**config.mk**
```make
export PLATFORM = sky130hd
export DESIGN_NAME = mult_op_dispatcher
export DESIGN_NICKNAME = d
export VERILOG_FILES = /design/src/rtl/mult_pkg.sv /design/src/rtl/mult_op_fifo.sv /design/src/rtl/mult_op_dispatcher.sv
export SDC_FILE = /design/constraint.sdc
export NUM_CORES = 1
export LEC_CHECK = 0
export ABC_AREA = 1
export CAP_MARGIN = 20
export CORE_ASPECT_RATIO = 0.5
export CORE_UTILIZATION = 30
export CTS_CLUSTER_SIZE = 14
export DETAILED_ROUTE_END_ITERATION = 7
export SLEW_MARGIN = 30
export SYNTH_ARGS = -nofsm -noshare
export SYNTH_HDL_FRONTEND = slang
export SYNTH_SLANG_ARGS = --single-unit
```
**constraint.sdc**
```tcl
create_clock -name clk -period 4.2 [get_ports clk]
set_input_delay 0.84 -clock clk [delete_from_list [all_inputs] [get_ports clk]]
set_output_delay 0.84 -clock clk [all_outputs]
set_load 0.005 [all_outputs]
```
**src/rtl/mult_pkg.sv**
```systemverilog
// rtl/mult_pkg.sv - shared types and default sizes for the multiplier operand dispatcher
package mult_pkg;

   localparam int DEFAULT_NUM_BITS = 32;
   localparam int DEFAULT_LATENCY  = 68;

   typedef enum logic [1:0] {
      ST_IDLE,
      ST_ISSUE,
      ST_WAIT,
      ST_HOLD
   } disp_state_t;

endpackage

```
**src/rtl/mult_op_fifo.sv**
```systemverilog
// rtl/mult_op_fifo.sv - operand-pair FIFO with sign flag, power-of-two depth
module mult_op_fifo #(
   parameter int NUM_BITS = 32,
   parameter int DEPTH    = 4
) (
   input  logic                      clk,
   input  logic                      rst,
   input  logic                      push,
   input  logic [2*NUM_BITS-1:0]     push_data,
   input  logic                      push_sign,
   input  logic                      pop,
   output logic [2*NUM_BITS-1:0]     pop_data,
   output logic                      pop_sign,
   output logic                      full,
   output logic                      empty,
   output logic [$clog2(DEPTH):0]    count
);

   localparam int PW = $clog2(DEPTH);
   localparam int CW = PW + 1;

   logic [2*NUM_BITS:0] mem [DEPTH];
   logic [2*NUM_BITS:0] head;
   logic [PW-1:0]       wr_ptr;
   logic [PW-1:0]       rd_ptr;
   logic                push_ok;
   logic                pop_ok;

   assign full     = (count == CW'(DEPTH));
   assign empty    = (count == '0);
   assign push_ok  = push && !full;
   assign pop_ok   = pop && !empty;
   assign head     = mem[rd_ptr];
   assign pop_data = head[2*NUM_BITS-1:0];
   assign pop_sign = head[2*NUM_BITS];

   // Storage needs no reset; the pointers alone define which entries are live.
   always_ff @(posedge clk) begin
      if (push_ok) begin
         mem[wr_ptr] <= {push_sign, push_data};
      end
   end

   always_ff @(posedge clk) begin
      if (rst) begin
         wr_ptr <= '0;
         rd_ptr <= '0;
         count  <= '0;
      end else begin
         if (push_ok) begin
            wr_ptr <= wr_ptr + PW'(1);
         end
         if (pop_ok) begin
            rd_ptr <= rd_ptr + PW'(1);
         end
         unique case ({push_ok, pop_ok})
            2'b10:   count <= count + CW'(1);
            2'b01:   count <= count - CW'(1);
            default: count <= count;
         endcase
      end
   end

endmodule

```
**src/rtl/mult_op_dispatcher.sv**
```systemverilog
// rtl/mult_op_dispatcher.sv - queues operand pairs and issues them one at a time to a fixed-latency multiplier
module mult_op_dispatcher
   import mult_pkg::*;
#(
   parameter int NUM_BITS = DEFAULT_NUM_BITS,
   parameter int DEPTH    = 4,
   parameter int LATENCY  = DEFAULT_LATENCY
) (
   input  logic                clk,
   input  logic                rst,
   input  logic                in_valid,
   output logic                in_ready,
   input  logic                in_sign,
   input  logic [NUM_BITS-1:0] in_a,
   input  logic [NUM_BITS-1:0] in_b,
   output logic                mult_load,
   output logic                mult_sign_multiplicand,
   output logic                mult_sign_multiplier,
   output logic [NUM_BITS-1:0] mult_a,
   output logic [NUM_BITS-1:0] mult_b,
   input  logic [NUM_BITS-1:0] mult_result,
   input  logic [NUM_BITS-1:0] mult_signed_result,
   output logic                out_valid,
   input  logic                out_ready,
   output logic [NUM_BITS-1:0] out_result,
   output logic                out_sign,
   output logic                busy
);

   localparam int CNT_W = $clog2(LATENCY) + 1;

   disp_state_t           state;
   disp_state_t           state_next;
   logic [CNT_W-1:0]      lat_cnt;
   logic                  fifo_pop;
   logic                  fifo_full;
   logic                  fifo_empty;
   logic [2*NUM_BITS-1:0] fifo_data;
   logic                  fifo_sign;
   logic [$clog2(DEPTH):0] fifo_count;
   logic                  capture;
   logic [NUM_BITS-1:0]   op_a;
   logic [NUM_BITS-1:0]   op_b;
   logic                  op_sign;

   mult_op_fifo #(
      .NUM_BITS (NUM_BITS),
      .DEPTH    (DEPTH)
   ) u_fifo (
      .clk       (clk),
      .rst       (rst),
      .push      (in_valid),
      .push_data ({in_a, in_b}),
      .push_sign (in_sign),
      .pop       (fifo_pop),
      .pop_data  (fifo_data),
      .pop_sign  (fifo_sign),
      .full      (fifo_full),
      .empty     (fifo_empty),
      .count     (fifo_count)
   );

   assign in_ready               = !fifo_full;
   assign mult_load              = (state == ST_ISSUE);
   assign out_valid              = (state == ST_HOLD);
   assign busy                   = (state != ST_IDLE) || (fifo_count != '0);
   assign mult_a                 = op_a;
   assign mult_b                 = op_b;
   assign mult_sign_multiplicand = op_sign;
   assign mult_sign_multiplier   = op_sign;

   always_comb begin
      state_next = state;
      fifo_pop   = 1'b0;
      capture    = 1'b0;
      unique case (state)
         ST_IDLE: begin
            if (!fifo_empty) begin
               fifo_pop   = 1'b1;
               state_next = ST_ISSUE;
            end
         end
         ST_ISSUE: begin
            state_next = ST_WAIT;
         end
         ST_WAIT: begin
            if (lat_cnt == CNT_W'(LATENCY - 1)) begin
               capture    = 1'b1;
               state_next = ST_HOLD;
            end
         end
         ST_HOLD: begin
            // Accepting the result frees the multiplier, so the next pair can issue on the same edge.
            if (out_ready) begin
               if (!fifo_empty) begin
                  fifo_pop   = 1'b1;
                  state_next = ST_ISSUE;
               end else begin
                  state_next = ST_IDLE;
               end
            end
         end
         default: begin
            state_next = ST_IDLE;
         end
      endcase
   end

   always_ff @(posedge clk) begin
      if (rst) begin
         state      <= ST_IDLE;
         lat_cnt    <= '0;
         op_a       <= '0;
         op_b       <= '0;
         op_sign    <= 1'b0;
         out_result <= '0;
         out_sign   <= 1'b0;
      end else begin
         state <= state_next;
         if (state == ST_ISSUE) begin
            lat_cnt <= '0;
         end else if (state == ST_WAIT) begin
            lat_cnt <= lat_cnt + CNT_W'(1);
         end
         if (fifo_pop) begin
            op_a    <= fifo_data[2*NUM_BITS-1:NUM_BITS];
            op_b    <= fifo_data[NUM_BITS-1:0];
            op_sign <= fifo_sign;
         end
         if (capture) begin
            out_result <= op_sign ? mult_signed_result : mult_result;
            out_sign   <= op_sign;
         end
      end
   end

endmodule
```
==> reports/results.tsv, run 1 <==
stage	metric	value	unit
critical_path	crit_path_max_fanout	5	
drt	avgRoutedWirePerCell	16.0	um
sta	slew-limit-headroom	0.461	
sta	fmax	366	MHz
drt	initialDrtViolationCount	558	
synthesis	ys_seq_elements	375	
critical_path	cp-start-kind	register	
clocking	cts_max_level	2	
pwr	p_per_area	594	mW/mm2
synthesis	yosys.area_share.simple	0.128	
synthesis	synth_xor_area_frac	0	
critical_path	crit_type	reg -> out	
hold_path	worstHoldPathType	reg -> reg	
clocking	clock_sinks	375	
floorplanning	die_y	156	um
final_layout	layout.nets	1650	
synthesis	synth_area	0.0143	mm2
floorplanning	initial_utilization	0.304	
pwr	vdd_drop_max	447	uV
final_layout	layout-drive-gt1-share	0.0528	
sta	rsz0062_at_grt	false	
final_layout	final_area	0.0184	mm2
synthesis	syn-mean-instance-area	11.0	um2
sta	finalCritPeriodShare	0.650	
synthesis	yosys_warnings	0	
drt	firstDrtPassIters	5	
clocking	cts_tree	yes	
drt	route.detailed.drc	0	
grt	grt_pass1_vias	9640	
grt	grt-ovfl-total	0	
sta	finalClockSkew	0.00812	ns
placement	hpwl	20.0	mm
placement	place_congestion	0.707	
drt	dr_total_vias	9879	
synthesis	synth_compound_area_frac	0.118	
floorplanning	rows	56	
sta	hold_viol	0	
drt	via_per_inst	4.55	
pwr	power.leakage	6.59	nW
synthesis	synthCells	1296	
clocking	clock_latency	0.53	ns
sta	fin_crit	2.73	ns
flow_run	drv_cap	0	
synthesis	ys_seq_area_frac	0.707	
pwr	report.power.total	0.0110	W
clocking	numCtsBuffers	37	
sta	slew_viol_final	0	
placement	postPlaceCellArea	0.0173	mm2
critical_path	cp-end-kind	output port	
clocking	holdBufCountCts	0	
floorplanning	die_area	0.0486	mm2
final_layout	areaGrowthSynthToFinish	29.1	%
floorplanning	pin_count	236	
clocking	clkTransAtPathRegs	0.06	ns
grt	grt_antenna_before_repair	1	
floorplanning	die_x	311	um
grt	grt_usage	0.139	
synthesis	synth_nets	1441	
synthesis	ys_types	24	
drt	ant_nets	0	
sta	setup_viol	0	
critical_path	cp.arrival	1.89	ns
run_status	status	finished, final reports clean	
synthesis	muxShareOfSynthArea	0	
synthesis	synthAdderAreaFrac	0.0110	
clocking	root_buffer	clkbuf_16	
clocking	cts_setup_buffers	0	
placement	portBuffers	235	
clocking	cts_resized	0	
critical_path	crit_required	3.36	ns
clocking	clk_path_buf_depth	3	
floorplanning	core_area	0.0469	mm2
drt	routed_wl	34.7	mm
grt	grt_pass1_wl	53.7	mm
sta	tightest_slew	0.809	ns
grt	grt_start_max_net_pins	84	
synthesis	synth_top_family_by_area	simple AND/OR/NAND/NOR gates	
-- cell type report --
type / count / area (um2)
flip-flops and latches: 375 / 10100
well taps: 638 / 798
diodes: 1 / 2.50
inverters: 31 / 118
repair buffers: 251 / 2530
clock inverters: 11 / 110
fillers: 4553 / 28500
multi-input cells: 809 / 3690
clock buffers: 57 / 1070
-- metrics by stage --
step / setup slack, ns / TNS [ns] / instances / utilization / hold WS (ns)
floorplan: -0.0191 / -4.96 / 1296 / - / 0.454
global placement: 1.22 / 0 / 2104 / 0.368 / 0.473
detailed placement: 1.28 / 0 / 2104 / 0.368 / 0.477
CTS: 1.42 / 0 / 2172 / 0.393 / 0.486
global route: 1.32 / 0 / 2173 / 0.393 / 0.515
finish: 1.47 / 0 / 2173 / 0.393 / 0.484
-- worst paths after layout --
path	slack (ns)	to	start	cells past startpoint
max	1.47	busy	state[0]	4
max reg2reg	1.93	out_result[12]	state[0]	8
min	0.48	lat_cnt[0]	lat_cnt[0]	1
min reg2reg	0.48	lat_cnt[0]	lat_cnt[0]	1
-- layer usage --
metal / share of wire / track usage
met3: 0.042 / 0.0261
met4: 0.016 / 0.0364
met1: 0.42 / 0.161
met5: 0 / 0
met2: 0.52 / 0.262
-- synth_stat cells, drive strengths merged --
cell type / n / area share
inv: 31 / 0.0081
nand3: 6 / 0.0021
nand2: 118 / 0.031
nor2: 347 / 0.091
buf: 28 / 0.014
fa: 1 / 0.0014
nand3b: 1 / 0.00053
clkbuf: 53 / 0.014
edfxtp: 260 / 0.55
a21oi: 15 / 0.0053
o21ai: 240 / 0.084
o22ai: 65 / 0.028
nor3: 5 / 0.0025
ha: 11 / 0.0096
dfxtp: 115 / 0.16
-- cell usage in the layout, fill, tap and decap left out, drive strengths merged, types with 15 or more instances in the layout --
master | synthesis | final
nor2 | 347 | 347
dfxtp | 115 | 115
inv | 31 | 32
buf | 28 | 16
clkbuf | 53 | 57
edfxtp | 260 | 260
a21oi | 15 | 15
o21ai | 240 | 240
o22ai | 65 | 65
clkdlybuf4s50 | 0 | 235
nand2 | 118 | 118
-- flip-flops by register name (all words and copies together), names as in the netlist --
signal,count
out_result,32
lat_cnt,8
mult_sign_multiplicand,1
u_fifo.count,3
u_fifo.wr_ptr,2
out_sign,1
u_fifo.rd_ptr,2
u_fifo.mem,260
mult_a,32
state,2
mult_b,32
-- cells by family (layout without fill, tap and decap cells) --
family | Yosys count | in the layout
AND/OR/NAND/NOR | 477 | 477
adder cells (fa/ha/maj) | 12 | 12
other | 0 | 1
buffers and inverters | 112 | 350
AO/OA/AOI/OAI | 320 | 320
flip-flops | 375 | 375
-- critical path, stage by stage, from the launching register on --
cell and delay, ns:
dfxtp_1 0.40, inv_1 0.11, ha_1 0.23, nand3_1 0.11, clkdlybuf4s50_1 0.51
-- power by group --
part | total, W | internal (W) | switching (W) | leakage [nW]
registers | 0.00485 | 0.00456 | 0.000288 | 3.33
clock network | 0.00325 | 0.00185 | 0.00141 | 0.576
logic | 0.00285 | 0.00119 | 0.00167 | 2.69
total | 0.0110 | 0.00759 | 0.00336 | 6.59
Note: power is estimated with default switching activity, not from simulation.
==> run 2, diff against run 1 <==
==> constraint.sdc (replaced) <==
create_clock -name clk -period 2.3 [get_ports clk]
set_input_delay 0.46 -clock clk [delete_from_list [all_inputs] [get_ports clk]]
set_output_delay 0.46 -clock clk [all_outputs]
set_load 0.005 [all_outputs]
==> reports/results.tsv, run 2 (same netlist as run 1, synthesis figures left out) <==
stage	metric	value	unit
floorplanning	initial_utilization	0.304	
critical_path	crit_required	1.84	ns
sta	hold_viol	0	
hold_path	whs_path_depth	1	
placement	hpwl	20.1	mm
critical_path	cp-start-kind	register	
pwr	report.power.total	0.0203	W
final_layout	largest_reg_flops	260	
drt	avgRoutedWirePerCell	16.1	um
drt	dr_total_vias	10000	
run_status	status	finished, final reports clean	
sta	slew_viol_final	0	
critical_path	crit_type	reg -> out	
floorplanning	pin_count	236	
sta	fin_crit	2.13	ns
floorplanning	die_y	156	um
clocking	clock_sinks	375	
drt	via_per_inst	4.58	
sta	rsz0062_at_grt	false	
flow_run	drv_cap	0	
clocking	clk_path_buf_depth	3	
clocking	cts_tree	yes	
final_layout	final_common_cell	nor2_1	
final_layout	layout-drive-gt1-share	0.0627	
sta	fmax	470	MHz
final_layout	final_area	0.0187	mm2
drt	routed_wl	35.2	mm
sta	finalClockSkew	0.0196	ns
floorplanning	rows	56	
floorplanning	core_area	0.0469	mm2
drt	initialDrtViolationCount	513	
sta	tightest_slew	0.904	ns
floorplanning	die_area	0.0486	mm2
sta	slew-limit-headroom	0.397	
sta	setup_viol	0	
clocking	numCtsBuffers	37	
final_layout	fillers	4490	
grt	grt_start_max_net_pins	132	
grt	grt-ovfl-total	0	
critical_path	crit_path_max_fanout	5	
pwr	power.leakage	6.72	nW
placement	portBuffers	235	
placement	place_congestion	0.730	
sta	finalCritPeriodShare	0.925	
pwr	power_frac_clock	0.296	
pwr	power_switching	0.00623	W
clocking	cts_max_level	2	
critical_path	cp.arrival	1.67	ns
pwr	switching_share	0.307	
final_layout	regMostFlops	u_fifo.mem	
critical_path	reg2reg_depth	12	
pwr	intPower	0.0141	W
final_layout	layout.nets	1663	
grt	grt_antenna_before_repair	0	
clocking	clock_latency	0.54	ns
placement	postPlaceCellArea	0.0175	mm2
drt	ant_nets	0	
final_layout	diodes	0	
clocking	clkTransAtPathRegs	0.06	ns
floorplanning	die_x	311	um
pwr	comb_power_share	0.272	
pwr	p_per_area	1090	mW/mm2
grt	grt_usage	0.141	
grt	grt_pass1_vias	9403	
grt	grt_pass1_wl	53.8	mm
hold_path	worstHoldPathType	reg -> reg	
critical_path	cp-end-kind	output port	
pwr	vdd_drop_max	938	uV
final_layout	areaGrowthSynthToFinish	30.7	%
drt	firstDrtPassIters	6	
pwr	power_frac_seq	0.431	
drt	route.detailed.drc	0	
sta	fin_hold_ws	0.490	ns
final_layout	post-route-util	0.398	
clocking	root_buffer	clkbuf_16	
final_layout	layout_common_cells	nor2_1, edfxtp_1, o21ai_0, clkdlybuf4s50_1, nand2_1	
==> run 2: what timing repair did <==
action,in CTS,in global routing
pin swaps,0,1
buffers inserted,0,0
gates resized for setup,1,2
setup endpoints to repair,1,2
cloned,0,0
hold buffers,0,0
endpoints found under the hold margin,0,0
==> run 2: worst max-delay path, stage by stage, from the launching register on <==
cell	delay, ns
dfxtp_2	0.37
ha_1	0.24
clkdlybuf4s50_1	0.53
==> run 2: final cells by class <==
cell class | count | area, um2 | area share
Timing Repair Buffer | 264 | 2750 | 0.147
Sequential cell | 375 | 10100 | 0.542
Tap cell | 638 | 798 | 0.0427
Clock inverter | 11 | 130 | 0.00697
Inverter | 31 | 118 | 0.00630
Clock buffer | 57 | 1070 | 0.0574
Multi-Input combinational cell | 809 | 3690 | 0.198
==> run 2: routing by layer <==
layer | part of all wire | GRT usage | routed length (um)
met1 | 0.42 | 0.165 | 14700
met2 | 0.53 | 0.265 | 18600
met3 | 0.037 | 0.0248 | 1320
met4 | 0.020 | 0.0425 | 701
met5 | 0 | 0 | 0
==> run 2: worst paths after layout <==
kind | end | slack (ns) | start
max reg2reg | u_fifo.count[2] | 0.21 | state[0]
min | u_fifo.count[0] | 0.49 | u_fifo.count[0]
min reg2reg | u_fifo.count[0] | 0.49 | u_fifo.count[0]
max | out_valid | 0.17 | state[1]
==> run 2: power by group through the flow <==
stage,registers (W),clock network (W),logic [W]
global route,0.00887,0.00647,0.00621
CTS,0.00877,0.00617,0.00565
finish,0.00876,0.00601,0.00553
detailed placement,0.00890,0,0.00564
global placement,0.00891,0,0.00559
floorplan,0.00887,0,0.00300
==> run 2: through the flow <==
stage | TNS, ns | instances | worst slack (ns)
floorplan | -140.41 | 1296 | -0.540
global placement | -0.0585 | 2117 | -0.0585
detailed placement | -0.0519 | 2117 | -0.0519
CTS | 0 | 2185 | 0.0171
global route | 0 | 2185 | 0.0166
finish | 0 | 2185 | 0.173
